===== src/rtl/pipeline_hazard_ctrl_if.sv =====
// Pipeline hazard controller bundle: hazard inputs from IF/ID/EX/MEM stages and
// the stall/flush/redirect controls plus status counters returned to them.
interface pipeline_hazard_ctrl_if #(
  parameter int unsigned CNT_W = 16
);
  logic             CS_Branch;
  logic             IDEX_MemRead;
  logic [4:0]       IDEX_Rt;
  logic [4:0]       ID_Rs;
  logic [4:0]       ID_Rt;
  logic             ID_UsesRt;
  logic             IMem_Ready;
  logic             PC_Write;
  logic             Redirect;
  logic             IFID_Write;
  logic             IFID_Flush;
  logic             IDEX_Flush;
  logic             EXMEM_Flush;
  logic [1:0]       Ctrl_State;
  logic [CNT_W-1:0] Stall_Count;
  logic [CNT_W-1:0] Flush_Count;
  logic             Fetch_Fault;

  modport master (
    output CS_Branch, IDEX_MemRead, IDEX_Rt, ID_Rs, ID_Rt, ID_UsesRt, IMem_Ready,
    input  PC_Write, Redirect, IFID_Write, IFID_Flush, IDEX_Flush, EXMEM_Flush,
    input  Ctrl_State, Stall_Count, Flush_Count, Fetch_Fault
  );

  modport slave (
    input  CS_Branch, IDEX_MemRead, IDEX_Rt, ID_Rs, ID_Rt, ID_UsesRt, IMem_Ready,
    output PC_Write, Redirect, IFID_Write, IFID_Flush, IDEX_Flush, EXMEM_Flush,
    output Ctrl_State, Stall_Count, Flush_Count, Fetch_Fault
  );
endinterface


===== src/rtl/pipeline_hazard_ctrl.sv =====
// Five-stage pipeline sequencer: branch flush, load-use stall and imem-wait bubbles,
// with saturating stall/flush counters and a sticky fetch-timeout fault.
module pipeline_hazard_ctrl #(
  parameter int unsigned LOAD_STALLS  = 1,
  parameter int unsigned IMEM_TIMEOUT = 64,
  parameter int unsigned CNT_W        = 16
) (
  input  logic                  clock,
  input  logic                  reset,
  pipeline_hazard_ctrl_if.slave bus
);

  typedef enum logic [1:0] {
    RUN   = 2'd0,
    STALL = 2'd1,
    WAIT  = 2'd2
  } state_t;

  state_t           r_state;
  logic [3:0]       r_rem;
  logic [7:0]       r_wait_cnt;
  logic [CNT_W-1:0] r_stall_cnt;
  logic [CNT_W-1:0] r_flush_cnt;
  logic             r_fault;

  logic             w_hazard;
  logic             w_load_use;
  logic [7:0]       w_wait_inc;
  logic             w_timeout;
  logic [CNT_W-1:0] w_stall_inc;
  logic [CNT_W-1:0] w_flush_inc;

  assign w_hazard = bus.IDEX_MemRead && (bus.IDEX_Rt != 5'd0) &&
                    ((bus.IDEX_Rt == bus.ID_Rs) ||
                     (bus.ID_UsesRt && (bus.IDEX_Rt == bus.ID_Rt)));

  // A pending STALL keeps bubbling regardless of the current ID/EX contents;
  // a fresh hazard in WAIT also wins over the imem wait.
  assign w_load_use = (r_state == STALL) || w_hazard;

  assign w_wait_inc  = (r_wait_cnt == '1) ? r_wait_cnt : r_wait_cnt + 8'd1;
  assign w_timeout   = 32'(w_wait_inc) >= IMEM_TIMEOUT;
  assign w_stall_inc = (r_stall_cnt == '1) ? r_stall_cnt : r_stall_cnt + CNT_W'(1);
  assign w_flush_inc = (r_flush_cnt == '1) ? r_flush_cnt : r_flush_cnt + CNT_W'(1);

  always_comb begin
    bus.PC_Write    = 1'b0;
    bus.Redirect    = 1'b0;
    bus.IFID_Write  = 1'b0;
    bus.IFID_Flush  = 1'b0;
    bus.IDEX_Flush  = 1'b0;
    bus.EXMEM_Flush = 1'b0;
    if (reset) begin
      if (bus.CS_Branch) begin
        bus.PC_Write    = 1'b1;
        bus.Redirect    = 1'b1;
        bus.IFID_Write  = 1'b1;
        bus.IFID_Flush  = 1'b1;
        bus.IDEX_Flush  = 1'b1;
        bus.EXMEM_Flush = 1'b1;
      end else if (w_load_use) begin
        bus.IDEX_Flush  = 1'b1;
      end else if (!bus.IMem_Ready) begin
        bus.IFID_Write  = 1'b1;
        bus.IFID_Flush  = 1'b1;
      end else begin
        bus.PC_Write    = 1'b1;
        bus.IFID_Write  = 1'b1;
      end
    end
  end

  always_ff @(posedge clock or negedge reset) begin
    if (!reset) begin
      r_state     <= RUN;
      r_rem       <= '0;
      r_wait_cnt  <= '0;
      r_stall_cnt <= '0;
      r_flush_cnt <= '0;
      r_fault     <= 1'b0;
    end else if (bus.CS_Branch) begin
      r_flush_cnt <= w_flush_inc;
      r_rem       <= '0;
      if (!bus.IMem_Ready) begin
        r_state    <= WAIT;
        r_wait_cnt <= w_wait_inc;
        if (w_timeout) r_fault <= 1'b1;
      end else begin
        r_state    <= RUN;
        r_wait_cnt <= '0;
      end
    end else if (w_load_use) begin
      r_stall_cnt <= w_stall_inc;
      if (r_state == STALL) begin
        r_rem <= r_rem - 4'd1;
        if (r_rem <= 4'd1) r_state <= RUN;
      end else if (LOAD_STALLS > 1) begin
        r_state <= STALL;
        r_rem   <= 4'(LOAD_STALLS - 1);
      end else begin
        r_state <= RUN;
      end
    end else if (!bus.IMem_Ready) begin
      r_state    <= WAIT;
      r_wait_cnt <= w_wait_inc;
      if (w_timeout) r_fault <= 1'b1;
    end else begin
      r_state    <= RUN;
      r_wait_cnt <= '0;
    end
  end

  assign bus.Ctrl_State  = r_state;
  assign bus.Stall_Count = r_stall_cnt;
  assign bus.Flush_Count = r_flush_cnt;
  assign bus.Fetch_Fault = r_fault;

endmodule


===== src/flat_wrapper.sv =====
// flat-port wrapper written by rule: the top's interface ports become plain ports
module pipeline_hazard_ctrl_flat 
#(
  parameter int unsigned LOAD_STALLS  = 1,
  parameter int unsigned IMEM_TIMEOUT = 64,
  parameter int unsigned CNT_W        = 16
)
  (clock, reset, bus_CS_Branch, bus_IDEX_MemRead, bus_IDEX_Rt, bus_ID_Rs, bus_ID_Rt, bus_ID_UsesRt, bus_IMem_Ready, bus_PC_Write, bus_Redirect, bus_IFID_Write, bus_IFID_Flush, bus_IDEX_Flush, bus_EXMEM_Flush, bus_Ctrl_State, bus_Stall_Count, bus_Flush_Count, bus_Fetch_Fault);
  pipeline_hazard_ctrl_if #(.CNT_W(CNT_W)) bus_i ();
  input  logic clock;
  input  logic reset;
  input wire logic [$bits(bus_i.CS_Branch)-1:0] bus_CS_Branch;
  input wire logic [$bits(bus_i.IDEX_MemRead)-1:0] bus_IDEX_MemRead;
  input wire logic [$bits(bus_i.IDEX_Rt)-1:0] bus_IDEX_Rt;
  input wire logic [$bits(bus_i.ID_Rs)-1:0] bus_ID_Rs;
  input wire logic [$bits(bus_i.ID_Rt)-1:0] bus_ID_Rt;
  input wire logic [$bits(bus_i.ID_UsesRt)-1:0] bus_ID_UsesRt;
  input wire logic [$bits(bus_i.IMem_Ready)-1:0] bus_IMem_Ready;
  output wire logic [$bits(bus_i.PC_Write)-1:0] bus_PC_Write;
  output wire logic [$bits(bus_i.Redirect)-1:0] bus_Redirect;
  output wire logic [$bits(bus_i.IFID_Write)-1:0] bus_IFID_Write;
  output wire logic [$bits(bus_i.IFID_Flush)-1:0] bus_IFID_Flush;
  output wire logic [$bits(bus_i.IDEX_Flush)-1:0] bus_IDEX_Flush;
  output wire logic [$bits(bus_i.EXMEM_Flush)-1:0] bus_EXMEM_Flush;
  output wire logic [$bits(bus_i.Ctrl_State)-1:0] bus_Ctrl_State;
  output wire logic [$bits(bus_i.Stall_Count)-1:0] bus_Stall_Count;
  output wire logic [$bits(bus_i.Flush_Count)-1:0] bus_Flush_Count;
  output wire logic [$bits(bus_i.Fetch_Fault)-1:0] bus_Fetch_Fault;
  assign bus_i.CS_Branch = bus_CS_Branch;
  assign bus_i.IDEX_MemRead = bus_IDEX_MemRead;
  assign bus_i.IDEX_Rt = bus_IDEX_Rt;
  assign bus_i.ID_Rs = bus_ID_Rs;
  assign bus_i.ID_Rt = bus_ID_Rt;
  assign bus_i.ID_UsesRt = bus_ID_UsesRt;
  assign bus_i.IMem_Ready = bus_IMem_Ready;
  assign bus_PC_Write = bus_i.PC_Write;
  assign bus_Redirect = bus_i.Redirect;
  assign bus_IFID_Write = bus_i.IFID_Write;
  assign bus_IFID_Flush = bus_i.IFID_Flush;
  assign bus_IDEX_Flush = bus_i.IDEX_Flush;
  assign bus_EXMEM_Flush = bus_i.EXMEM_Flush;
  assign bus_Ctrl_State = bus_i.Ctrl_State;
  assign bus_Stall_Count = bus_i.Stall_Count;
  assign bus_Flush_Count = bus_i.Flush_Count;
  assign bus_Fetch_Fault = bus_i.Fetch_Fault;
  pipeline_hazard_ctrl #(.LOAD_STALLS(LOAD_STALLS), .IMEM_TIMEOUT(IMEM_TIMEOUT), .CNT_W(CNT_W)) u_core (.clock(clock), .reset(reset), .bus(bus_i));
endmodule

===== config.mk =====
export PLATFORM = sky130hd
export DESIGN_NAME = pipeline_hazard_ctrl_flat
export DESIGN_NICKNAME = d
export VERILOG_FILES = /design/src/rtl/pipeline_hazard_ctrl_if.sv /design/src/rtl/pipeline_hazard_ctrl.sv /design/src/flat_wrapper.sv
export SDC_FILE = /design/constraint.sdc
export NUM_CORES = 1
export LEC_CHECK = 0
export CORE_MARGIN = 3
export CORE_UTILIZATION = 40
export DETAILED_ROUTE_END_ITERATION = 10
export GPL_ROUTABILITY_DRIVEN = 0
export PLACE_DENSITY_LB_ADDON = 0.15
export SKIP_CTS_REPAIR_TIMING = 1
export SLEW_MARGIN = 20
export SYNTH_ARGS = -nofsm -noshare
export SYNTH_HDL_FRONTEND = slang
export SYNTH_SLANG_ARGS = --single-unit

===== constraint.sdc =====
create_clock -name clock -period 2.2 [get_ports clock]
set_input_delay 0.22 -clock clock [delete_from_list [all_inputs] [get_ports clock]]
set_output_delay 0.22 -clock clock [all_outputs]
set_load 0.05 [all_outputs]

==> impl_metrics.tcl <==
set metrics [dict create \
    grt_max_degree 43 \
    numCtsBuffers 5 \
    ys_ff_latch 42 \
    status "complete, no violations" \
    synthCells 233 \
    synth_warnings 0 \
    num_antenna_cells 0 \
    dp_slack_ns -0.0555 \
    core_area_um2 5540 \
    synth.top_cell.area_share 0.456 \
    max_cap_violations 0 \
    grt_pass1_wl_mm 8.60 \
    intPower_mw 1.45 \
    final_cell_mix "50 x clkdlybuf4s50_1, 42 x dfrtp_1, 27 x nor2_1" \
    final_nets 337 \
    synth.top_cells.by_area "dfrtp_1 46%, xnor2_1 8.0%, xor2_1 6.8%" \
    cts-root-buf "clkbuf_8" \
    ant_nets 0 \
    grt_usage 0.167 \
    synth_edf_count 0 \
    seq_area_frac_synth 0.456 \
    layout_min_cycle_time_ns 2.14 \
    total_power_mw 2.33 \
    port_buffers 60 \
    clock_path_buffers 2 \
    p_per_area_nw_per_um2 717 \
    finClkSkew_ns 0.00448 \
    dieArea_um2 6710 \
    path_clk_slew_ns 0.08 \
    rsz0062_at_grt "true" \
    dr.pass1.iters 4 \
    p_switching_mw 0.881 \
    n_fill_cell 497 \
    io-pin-count 62 \
    grt_pass1_vias 1926 \
    clkPwrFrac 0.220 \
    multiInputGateArea_um2 1200 \
    yosys_most_used_dff "dfrtp_1" \
    htree_levels 2 \
    vias 1973 \
    synthXorXnorAreaFrac 0.148 \
    final.period_utilization 0.975 \
    fmax_mhz 466 \
    wl_per_cell_um 13.1 \
    drive_gt1_frac 0.172 \
    ir_worst_vdd_mv 0.616 \
    hpwl_mm 3.84 \
    p_comb_frac 0.357 \
    synthDistinctLibCells 43 \
    overflow 0 \
    dp_cells 377 \
    synth_top_family_by_area "simple AND/OR/NAND/NOR gates" \
    required_ns 1.98 \
    clk_latency_ns 0.29 \
    synth-adder-area-share 0.0163 \
    critPathLaunchType "input pin" \
    slew_headroom 0.642 \
    antenna_found_initial 0 \
    syn_nets 257 \
    sw_frac_of_total 0.379 \
    leakagePower_nw 1.47 \
    placementRows 27 \
    tritoncts "done" \
    hold_class "in2async" \
    worst_slack_ns 0.0556 \
    worst_pin_slew_ns 0.536 \
    fin_cells 386 \
    postSynthAreaPerCell_um2 9.89 \
    die_h_um 81.9 \
    die_w_um 81.9 \
    p_seq_frac 0.423 \
    numClockSinks 42 \
    area_growth_syn_to_layout_pct 40.8 \
    via_per_inst 5.11 \
    synth_compound_area_frac 0.0869 \
    slew_violations 0 \
    yosys.area_share.simple 0.247 \
    drcViolationCount 0 \
    arrival_ns 1.92 \
    criticalPathCategory "in2out" \
    setup-tns-final_ns 0 \
    final_common_cell "clkdlybuf4s50_1" \
    synthArstFlopShare 1.00 \
    setup-violations-final 0 \
    crit_fanout 3 \
    yosysTopAreaCell "dfrtp_1" \
    finalHoldViolations 0 \
    initial_core_util 0.416 \
    synthMuxAreaShare 0.00978 \
    syn_area_um2 2300 \
    drt-total-wl_mm 5.07 \
    regArea_um2 1050 \
    endpoint_kind "primary output" \
    utilization 0.586 \
    drt_iter0_drc 60 \
]
critical path: stages:
cell and delay [ns]:
clkdlybuf4s50_1 0.47, or4_4 0.43, o21ai_2 0.15, and2b_1 0.21, nor2b_1 0.11, o21a_1 0.17, buf_12 0.14
power by group through the flow:
stage          Sequential [mW]  Combinational, mW  Clock, mW
2_1_floorplan             1.27              0.215          0
3_3_place_gp             0.993              0.822          0
3_5_place_dp              1.00              0.834          0
4_1_cts                  0.985              0.836      0.527
5_1_grt                   1.00              0.884      0.560
6_report                 0.984              0.830      0.512
cell families after synthesis:
logic type	after synthesis
xor gates and xnor gates	39
AOI/OAI and AO/OA	27
buffers and inverters	11
and+or+nand+nor	108
DFF	42
muxes	2
other	1
adders and majority gates	3
per-layer routing:
metal / up-vias / routed length [µm] / GRT usage
li1: 970 / - / -
met1: 936 / 2300 / 0.205
met2: 63 / 2430 / 0.282
met3: 4 / 290 / 0.0537
met4: 0 / 46 / 0.0449
met5: - / 0 / 0
cells in the mapped netlist (2+ instances only):
master and instances:
nor3_2 4, o22a_1 4, o21ai_2 2, xor2_1 18, and3_1 2, mux2_2 2, nand4_1 11, xnor2_1 21
o21ai_0 5, o21a_1 4, and4_4 2, nor2_1 27, a31oi_1 4, nor4_1 2, buf_6 2, dfrtp_1 42
nor2b_1 3, inv_1 4, a21oi_1 3, nor3b_1 2, nor3_1 3, nand2_1 22, buf_4 3, ha_1 3
and2_1 2, nand3_1 18, or4_1 2
state kept, by name (all words and copies together) (netlist names):
register,cells
u_core.bus.Flush_Count,16
u_core.r_wait_cnt,8
u_core.bus.Fetch_Fault,1
u_core.bus.Stall_Count,16
u_core.bus.Ctrl_State,1
final cells by class:
class	instances	area share
sequential	42	0.324
inverter	4	0.00463
timing repair buffer	80	0.247
tap	72	0.0278
multi-input combinational	180	0.369
clock inverter	1	0.00154
clock buffer	7	0.0266
path summary, 6_finish.rpt:
kind | cells past startpoint | slack [ns] | from | end
worst max-delay path | 7 | 0.06 | bus_IDEX_Rt[4] | bus_PC_Write
worst min-delay path | 2 | 0.08 | reset | u_core.r_wait_cnt[4]
worst max register to register | 7 | 0.23 | u_core.bus.Stall_Count[3] | u_core.bus.Stall_Count[13]
worst min register to register | 1 | 0.48 | u_core.bus.Fetch_Fault | u_core.bus.Fetch_Fault
max in group asynchronous | 2 | 1.75 | reset | u_core.bus.Flush_Count[14]
min in group clock | 1 | 0.48 | u_core.bus.Fetch_Fault | u_core.bus.Fetch_Fault
through the flow:
| stage | cell area (µm²) | hold WS, ns |
|---|---|---|
| 2_1_floorplan | 2300 | -0.0756 |
| 3_3_place_gp | 3120 | 0.409 |
| 3_5_place_dp | 3120 | 0.419 |
| 4_1_cts | 3210 | 0.0959 |
| 5_1_grt | 3240 | 0.123 |
| 6_report | 3240 | 0.0814 |
(Power assumes the default switching activity.)
